[src/rtl/alu_multiciclo.sv]
// alu_multiciclo: EX-stage ALU for the multicycle datapath.
// Decodes UC_signal/func_code internally. AND/OR/ADD/SUB/SLT complete one
// cycle after the accepted start. MULTU and DIVU iterate one bit per clock
// for WIDTH clocks and write HI/LO when they finish.
//
// Handshake: start is sampled only while the FSM is in IDLE. An accepted start
// on MULTU/DIVU (nonzero divisor) raises busy on the next cycle. busy stays
// high until the completion edge. done pulses for exactly one cycle when
// result/hi/lo are valid. A start while busy is ignored. A start in the done
// cycle is accepted, because the FSM is already back in IDLE.
module alu_multiciclo #(
  parameter  int WIDTH = 32,
  localparam int CNT_W = $clog2(WIDTH) + 1
) (
  input  logic             clk,
  input  logic             rst_n,
  input  logic             start,
  input  logic [2:0]       UC_signal,
  input  logic [5:0]       func_code,
  input  logic [WIDTH-1:0] op_a,
  input  logic [WIDTH-1:0] op_b,
  output logic             busy,
  output logic             done,
  output logic [WIDTH-1:0] result,
  output logic             zero,
  output logic [WIDTH-1:0] hi,
  output logic [WIDTH-1:0] lo,
  output logic             div_by_zero,
  output logic             illegal_op
);

  typedef enum logic [1:0] {
    S_IDLE = 2'd0,
    S_MUL  = 2'd1,
    S_DIV  = 2'd2
  } state_t;

  typedef enum logic [2:0] {
    OP_AND   = 3'd0,
    OP_OR    = 3'd1,
    OP_ADD   = 3'd2,
    OP_SUB   = 3'd3,
    OP_SLT   = 3'd4,
    OP_MULTU = 3'd5,
    OP_DIVU  = 3'd6,
    OP_ILL   = 3'd7
  } op_t;

  state_t             state_q;
  op_t                dec_op;
  logic [WIDTH-1:0]   alu_res;
  logic [CNT_W-1:0]   cnt_q;
  logic               last_iter;

  // Iteration datapath, shared by multiply and divide:
  //  multiply: opnd_q = multiplicand, acc_hi = partial product high half,
  //            acc_lo = multiplier shifting out / product low half shifting in
  //  divide:   opnd_q = divisor, acc_hi = partial remainder,
  //            acc_lo = dividend shifting out / quotient shifting in
  logic [WIDTH-1:0]   opnd_q;
  logic [WIDTH-1:0]   acc_hi;
  logic [WIDTH-1:0]   acc_lo;

  logic [WIDTH:0]     mul_sum;
  logic [WIDTH-1:0]   mul_hi_nx;
  logic [WIDTH-1:0]   mul_lo_nx;
  logic [WIDTH:0]     div_shift;
  logic [WIDTH:0]     div_diff;
  logic               div_ge;
  logic [WIDTH-1:0]   div_hi_nx;
  logic [WIDTH-1:0]   div_lo_nx;

  // Decode the operation from the control-unit class and the R-type funct.
  always_comb begin
    dec_op = OP_ILL;
    if (UC_signal == 3'b000) begin
      case (func_code)
        6'b000000: dec_op = OP_AND;
        6'b000001: dec_op = OP_OR;
        6'b000010: dec_op = OP_ADD;
        6'b000110: dec_op = OP_SUB;
        6'b000111: dec_op = OP_SLT;
        6'b011000: dec_op = OP_MULTU;
        6'b011010: dec_op = OP_DIVU;
        default:   dec_op = OP_ILL;
      endcase
    end else begin
      case (UC_signal)
        3'b001:  dec_op = OP_ADD;
        3'b010:  dec_op = OP_SUB;
        3'b011:  dec_op = OP_AND;
        3'b100:  dec_op = OP_OR;
        3'b101:  dec_op = OP_SLT;
        default: dec_op = OP_ILL;
      endcase
    end
  end

  // Single-cycle ALU function. ADD/SUB wrap, and SLT compares signed.
  always_comb begin
    alu_res = '0;
    case (dec_op)
      OP_AND:  alu_res = op_a & op_b;
      OP_OR:   alu_res = op_a | op_b;
      OP_ADD:  alu_res = op_a + op_b;
      OP_SUB:  alu_res = op_a - op_b;
      OP_SLT:  alu_res = {{(WIDTH-1){1'b0}}, ($signed(op_a) < $signed(op_b))};
      default: alu_res = '0;
    endcase
  end

  // One shift-add multiply step: add the multiplicand when the multiplier LSB
  // is set, then shift the {acc_hi, acc_lo} pair right by one.
  always_comb begin
    mul_sum   = {1'b0, acc_hi} + ({1'b0, opnd_q} & {(WIDTH+1){acc_lo[0]}});
    mul_hi_nx = mul_sum[WIDTH:1];
    mul_lo_nx = {mul_sum[0], acc_lo[WIDTH-1:1]};
  end

  // One restoring-divide step: shift in the next dividend bit and subtract
  // the divisor. Keep the difference only when it did not go negative.
  always_comb begin
    div_shift = {acc_hi, acc_lo[WIDTH-1]};
    div_diff  = div_shift - {1'b0, opnd_q};
    div_ge    = ~div_diff[WIDTH];
    div_hi_nx = div_ge ? div_diff[WIDTH-1:0] : div_shift[WIDTH-1:0];
    div_lo_nx = {acc_lo[WIDTH-2:0], div_ge};
  end

  assign last_iter = (cnt_q == CNT_W'(WIDTH - 1));

  // Control FSM plus all registered outputs. done/illegal_op default low, so
  // each one is a single-cycle pulse.
  always_ff @(posedge clk or negedge rst_n) begin
    if (!rst_n) begin
      state_q     <= S_IDLE;
      cnt_q       <= '0;
      opnd_q      <= '0;
      acc_hi      <= '0;
      acc_lo      <= '0;
      busy        <= 1'b0;
      done        <= 1'b0;
      result      <= '0;
      zero        <= 1'b1;
      hi          <= '0;
      lo          <= '0;
      div_by_zero <= 1'b0;
      illegal_op  <= 1'b0;
    end else begin
      done       <= 1'b0;
      illegal_op <= 1'b0;
      case (state_q)
        S_IDLE: begin
          if (start) begin
            div_by_zero <= 1'b0;
            cnt_q       <= '0;
            case (dec_op)
              OP_MULTU: begin
                opnd_q  <= op_a;
                acc_hi  <= '0;
                acc_lo  <= op_b;
                busy    <= 1'b1;
                state_q <= S_MUL;
              end
              OP_DIVU: begin
                if (op_b == '0) begin
                  // Divide by zero resolves at once with a MIPS-like result.
                  lo          <= '1;
                  hi          <= op_a;
                  result      <= '1;
                  zero        <= 1'b0;
                  div_by_zero <= 1'b1;
                  done        <= 1'b1;
                end else begin
                  opnd_q  <= op_b;
                  acc_hi  <= '0;
                  acc_lo  <= op_a;
                  busy    <= 1'b1;
                  state_q <= S_DIV;
                end
              end
              OP_ILL: begin
                result     <= '0;
                zero       <= 1'b1;
                illegal_op <= 1'b1;
                done       <= 1'b1;
              end
              default: begin
                result <= alu_res;
                zero   <= (alu_res == '0);
                done   <= 1'b1;
              end
            endcase
          end
        end

        S_MUL: begin
          acc_hi <= mul_hi_nx;
          acc_lo <= mul_lo_nx;
          cnt_q  <= cnt_q + CNT_W'(1);
          if (last_iter) begin
            hi      <= mul_hi_nx;
            lo      <= mul_lo_nx;
            result  <= mul_lo_nx;
            zero    <= (mul_lo_nx == '0);
            busy    <= 1'b0;
            done    <= 1'b1;
            state_q <= S_IDLE;
          end
        end

        S_DIV: begin
          acc_hi <= div_hi_nx;
          acc_lo <= div_lo_nx;
          cnt_q  <= cnt_q + CNT_W'(1);
          if (last_iter) begin
            hi      <= div_hi_nx;
            lo      <= div_lo_nx;
            result  <= div_lo_nx;
            zero    <= (div_lo_nx == '0);
            busy    <= 1'b0;
            done    <= 1'b1;
            state_q <= S_IDLE;
          end
        end

        default: begin
          busy    <= 1'b0;
          state_q <= S_IDLE;
        end
      endcase
    end
  end

endmodule

[config.mk]
export PLATFORM = sky130hd
export DESIGN_NAME = alu_multiciclo
export DESIGN_NICKNAME = d
export VERILOG_FILES = /design/src/rtl/alu_multiciclo.sv
export SDC_FILE = /design/constraint.sdc
export NUM_CORES = 1
export LEC_CHECK = 0
export CORE_MARGIN = 5
export CORE_UTILIZATION = 36
export DETAILED_ROUTE_END_ITERATION = 8
export SYNTH_ARGS = -nofsm -noshare
export SYNTH_HDL_FRONTEND = slang
export SYNTH_SLANG_ARGS = --single-unit
export TNS_END_PERCENT = 5
[constraint.sdc]
create_clock -name clk -period 4 [get_ports clk]
set_clock_uncertainty 0.05 [all_clocks]
set_input_delay 0.8 -clock clk [delete_from_list [all_inputs] [get_ports clk]]
set_output_delay 0.8 -clock clk [all_outputs]
set_load 0.02 [all_outputs]
---- Word-level counts from Yosys, hierarchy flattened ----
Cells that the tools add are included.
cells by class
  add/subtract/negate cells ............... 5
  $lt $le $gt $ge ......................... 1
  equality and inequality tests ........... 32
  muxes and demuxes ....................... 57
  bitwise gates (word level) .............. 4
  reductions and logical operators ........ 19
operators by type and width
  operator            number
  $pmux 32 s3         6
  $mux 32             17
  $pmux 32 s2         3
  $pmux 32 s5         1
  $logic_not 32->1    4
  $add 32x33->33      1
  $and 32x33->33      1
  $sub 33x32->33      1
  $add 32x32->32      1
  $and 32x32->32      1
  $lt 32x32->1        1
  $or 32x32->32       1
  $sub 32x32->32      1
  $pmux 3 s7          1
  $eq 3x3->1 const B  6
  $eq 6x5->1 const B  3
  $pmux 3 s5          1
  $mux 1              14
  $eq 3x2->1 const B  4
  $eq 6x3->1 const B  2
  $ne 2x2->1 const B  6
  $pmux 6 s2          1
  $reduce_and 4->1    3
  $reduce_and 6->1    2
  23 further kinds    36
word-level totals
  flip-flop bits (word level) ............. 205
  input bits .............................. 76
  output and inout port bits .............. 101
  word-level logic and storage cells ...... 131

---- Logic depth before layout (Yosys ltp) ----
  depth in word-level cells ............... 9
  gate-level depth with buffers ........... 18
  depth with buffers taken out ............ 16

---- Least setup slack after synthesis ----
Ideal clock, no wire load.
  kind .................................... input port to flip-flop
  from .................................... input op_a[12]
  to ...................................... register zero
  library setup time ...................... 61 ps
  arrival ................................. 3724 ps
  slack ................................... 165 ps
  cell stages on the path ................. 16
  cells stage by stage .................... inv_1 ha_1 clkbuf_1 or2_1 clkbuf_1 or2_2 o32ai_1 nor3_1 o211ai_1 mux2i_1 xor2_1 a21oi_1 nand4_1 nor4b_2 a41o_1 a22o_1
between the ends
  cells in the longest elaborated chain, start to end .. 6
  elaborated cells on any way between the ends .. 10
  classes of those cells .................. add/sub: 2; order compare: 1; mux: 4; bitwise: 2; reduce/logical: 1
RTL lines
  what                                    RTL line  source
  from (decl)                             20        input logic [WIDTH-1:0] op_a,
  $sub 32x32->32 (tied with other cells)  106       OP_SUB: alu_res = op_a - op_b;
  $pmux 32 s5 *                           102       case (dec_op)
  $logic_not 32->1 *                      190       zero <= (alu_res == '0);
  $pmux 1 s3 *                            157       case (dec_op)
  $mux 1 *                                154       if (start) begin
  $pmux 1 s3 *                            152       case (state_q)
  to (signal assigned)                    190
  to (signal assigned)                    205       zero <= (mul_lo_nx == '0);
  to (signal assigned)                    220       zero <= (div_lo_nx == '0);
  to (decl)                               25        output logic zero,
Mark *: on every way between the ends. The rest lies on a longest branch, timed or not. The select of a mux whose other input is x is not followed.
A chain may end at the register's enable or synchronous reset.

---- Worst setup path after layout ----
  from .................................... input op_b[6]
  to ...................................... register zero
between the ends
  cells in the longest elaborated chain, start to end .. 6
  elaborated cells on any way between the ends .. 13
  classes of those cells .................. add/sub: 2; order compare: 1; eq/ne: 1; mux: 4; bitwise: 2; reduce/logical: 3
RTL lines
  what                                    RTL line  source
  from (decl)                             21        input logic [WIDTH-1:0] op_b,
  $sub 32x32->32 (tied with other cells)  106
  $pmux 32 s5                             102
  $logic_not 32->1                        190
  $pmux 1 s3                              157
  $mux 1                                  154
  $pmux 1 s3                              152
Parallel ways exist; a longest one is shown, timed or not. The select of a mux whose other input is x is not followed.

==> metrics.yaml <==
run_status:
  status: "finished, violations left"
  failed_checks: "negative setup slack"
pwr:
  ir_worst_vdd_mv: 0.5238
  leakage_nw: 13.12
  power.density_mw_per_mm2: 601.7
routing:
  vias: 21720
  postRouteAntennaNets: 0
  route.detailed.drc: 0
  wire_per_inst_um: 24.23
  vias_per_cell: 5.798
  drt_wl_total_mm: 90.81
  drtIter0Drc: 2264
  dr.pass1.iters: 7
synth:
  async_reset_ff_frac: 1.000
  synth_seq_cells: 205
  ys_types: 87
  synthCells: 2420
  synth_area_mm2: 0.01906
  syn_area_per_cell_um2: 7.878
  syn_nets: 2670
  ys.flop_type: "dfrtp_1"
  synth_edf_count: 0
  yosys_warnings: 0
  seq_area_frac_synth: 0.2691
final_layout:
  fin_nets: 3291
  diodes: 0
  fill_cells: 5077
  regArea_mm2: 0.005131
  multiInputGateArea_mm2: 0.01370
  final_cell_area_mm2: 0.02734
  synthToLayoutAreaGrowth_pct: 43.41
  drive_above_1_share: 0.2720
  stdcell_count: 3747
  final_cell_mix: "buf_4, nand2_1, dfrtp_1"
  layout_commonest_cell: "buf_4"
die:
  die_h_um: 240.1
  rows: 84
  die_w_um: 240.1
  ios: 177
  core_area_mm2: 0.05255
  initial_utilization: 0.3628
  die_area_mm2: 0.05766
place:
  portBuffers: 176
  placed_area_mm2: 0.02544
  dp_slack_ns: -1.210
  gp_congestion: 1.041
  dp_hpwl_mm: 73.42
  place_inst: 3685
setup_path:
  critical_path_class: "input port to flip-flop"
  setup.worst_path.end_class: "flip-flop"
  critPathMaxFanout: 7
  worstPathArrival_ns: 4.50
  required_ns: 4.45
  startpoint_type: "input port"
clock_tree:
  cts-root-buf: "clkbuf_16"
  path_clk_slew_ns: 0.07
  clk_latency_ns: 0.55
  cts_made_buffers: 24
  numClockSinks: 205
  holdBufCountCts: 0
  htree_levels: 1
  clockBufferDepth: 3
  cts_tree: "built"
sta:
  finalHoldViolations: 0
  setup_viol: 2
  hold_ws_ns: 0.1985
  max_freq_mhz: 247.0
  drv_slew: 0
  fin_crit_sh: 1.012
  tightest_slew_ns: 1.064
  slew_headroom: 0.2904
  grt_setup_unrepaired: "true"
  finalCriticalPeriod_ns: 4.049
  setup_ws_ns: -0.04928
worst_hold_path:
  hold_class: "input port to async pin"
global_route:
  grt_usage: 0.3019
  grt_overflow_total: 0
  grt_first_pass_wirelength_mm: 133.6
  grt_pass1_vias: 21430
  grt_max_degree: 88
  antenna_found_initial: 1
flow_run:
  drv_cap: 0
[state kept, by name, summed over array words and instances, names as in the netlist]
register	flops
hi	32
done	1
result	32
state_q	2
cnt_q	6
illegal_op	1
div_by_zero	1
zero	1
busy	1
acc_lo	32
opnd_q	32
acc_hi	32
lo	32
[layer usage]
| layer | routed length [µm] | share of wire | GRT usage |
|---|---|---|---|
| met1 | 39900 | 0.44 | 0.4174 |
| met2 | 40990 | 0.45 | 0.4792 |
| met3 | 6087 | 0.067 | 0.04588 |
| met4 | 3829 | 0.042 | 0.1138 |
| met5 | 0 | 0 | 0 |
[layout make-up]
cell class                 count  area share
multi-input combinational   1918      0.5009
timing repair buffer         740      0.2302
sequential                   205      0.1877
tap                          688     0.03149
clock buffer                  33     0.02430
inverter                     152     0.02087
clock inverter                11    0.004531
[synth_stat cells (all sizes together), types with 7 or more instances]
| cell | count | area (µm²) |
|---|---|---|
| dfrtp | 204 | 5105 |
| nand3 | 31 | 155.2 |
| nand2 | 351 | 1323 |
| nand4 | 16 | 100.1 |
| a21o | 80 | 600.6 |
| nor4 | 25 | 156.4 |
| mux2i | 55 | 550.5 |
| xnor2 | 55 | 481.7 |
| o211ai | 21 | 157.7 |
| a221oi | 34 | 304.0 |
| o21a | 13 | 97.59 |
| nor3 | 44 | 225.2 |
| a2111oi | 10 | 88.84 |
| o31ai | 32 | 240.2 |
| or3 | 9 | 61.31 |
| a31oi | 51 | 325.3 |
| o311ai | 7 | 61.31 |
| o21bai | 17 | 127.6 |
| inv | 151 | 566.8 |
| o2111ai | 9 | 78.83 |
| a211o | 7 | 61.31 |
| a211oi | 55 | 412.9 |
| nor2b | 17 | 106.4 |
| ha | 170 | 2127 |
| and3 | 13 | 81.33 |
| or2 | 12 | 75.07 |
| nand2b | 20 | 125.1 |
| a21oi | 168 | 840.8 |
| mux2 | 40 | 450.4 |
| a22oi | 10 | 75.07 |
| o22ai | 21 | 131.4 |
| and2 | 45 | 281.5 |
| clkbuf | 115 | 431.7 |
| o21ai | 223 | 1116 |
| xor2 | 30 | 262.8 |
| nor2 | 129 | 500.5 |
| buf | 30 | 181.4 |
[report_power, final]
group	internal, W	total (W)	switching (W)	leakage [nW]
registers	0.00298	0.00376	0.000787	2.58
logic	0.00450	0.0104	0.00595	10.2
clock network	0.00130	0.00224	0.000947	0.380
total	0.00877	0.0164	0.00768	13.1
[path summary, 6_finish.rpt]
kind                       startpoint  cells after the start          to  slack [ns]
setup / recovery              op_b[6]                     17        zero       -0.05
hold / removal                  rst_n                      1    cnt_q[0]        0.20
setup reg to reg           acc_lo[31]                     20        zero        0.09
hold reg to reg            result[16]                      1  result[16]        0.43
max in group asynchronous       rst_n                      2   acc_lo[9]        2.66
min in group clk           result[16]                      1  result[16]        0.43
[kinds of logic (layout without fill, tap and decap cells)]
kind of cell	Yosys count	count (layout)	synth area share
AOI/OAI and AO/OA	833	833	0.2839
and+or+nand+nor	729	729	0.1752
buffers and inverters	297	936	0.06209
DFF	205	205	0.2691
adders and majority gates	174	174	0.1158
muxes	97	97	0.05487
xor gates and xnor gates	85	85	0.03905
[worst max-delay path, stage by stage]
cell and delay, ns:
clkdlybuf4s50_1 0.49, inv_1 0.09, ha_4 0.30, buf_6 0.15, o21a_1 0.19, nor2_2 0.26
a211oi_2 0.08, buf_4 0.16, a211o_4 0.35, o31a_1 0.25, a21oi_1 0.15, a211o_1 0.17
mux2i_1 0.22, o211ai_1 0.12, a2111oi_1 0.33, a41o_1 0.24, a22o_1 0.14
[metrics by stage]
| stage | util | total power (W) | setup TNS [ns] |
|---|---|---|---|
| floorplan | - | 0.009042 | 0 |
| detailed placement | 0.4842 | 0.01367 | -55.38 |
| global placement | 0.4842 | 0.01354 | -52.34 |
| finish | 0.5203 | 0.01645 | -0.05210 |
| global route | 0.5203 | 0.01737 | -0.4835 |
| CTS | 0.5055 | 0.01609 | -0.2475 |
[what timing repair did]
action / CTS / global route
buffers inserted: 2 / 15
resized for setup: 83 / 159
pin swaps: 12 / 46
setup endpoints to repair: 37 / 77
cloned: 0 / 1
No activity file was read; power rests on OpenSTA's default activity.
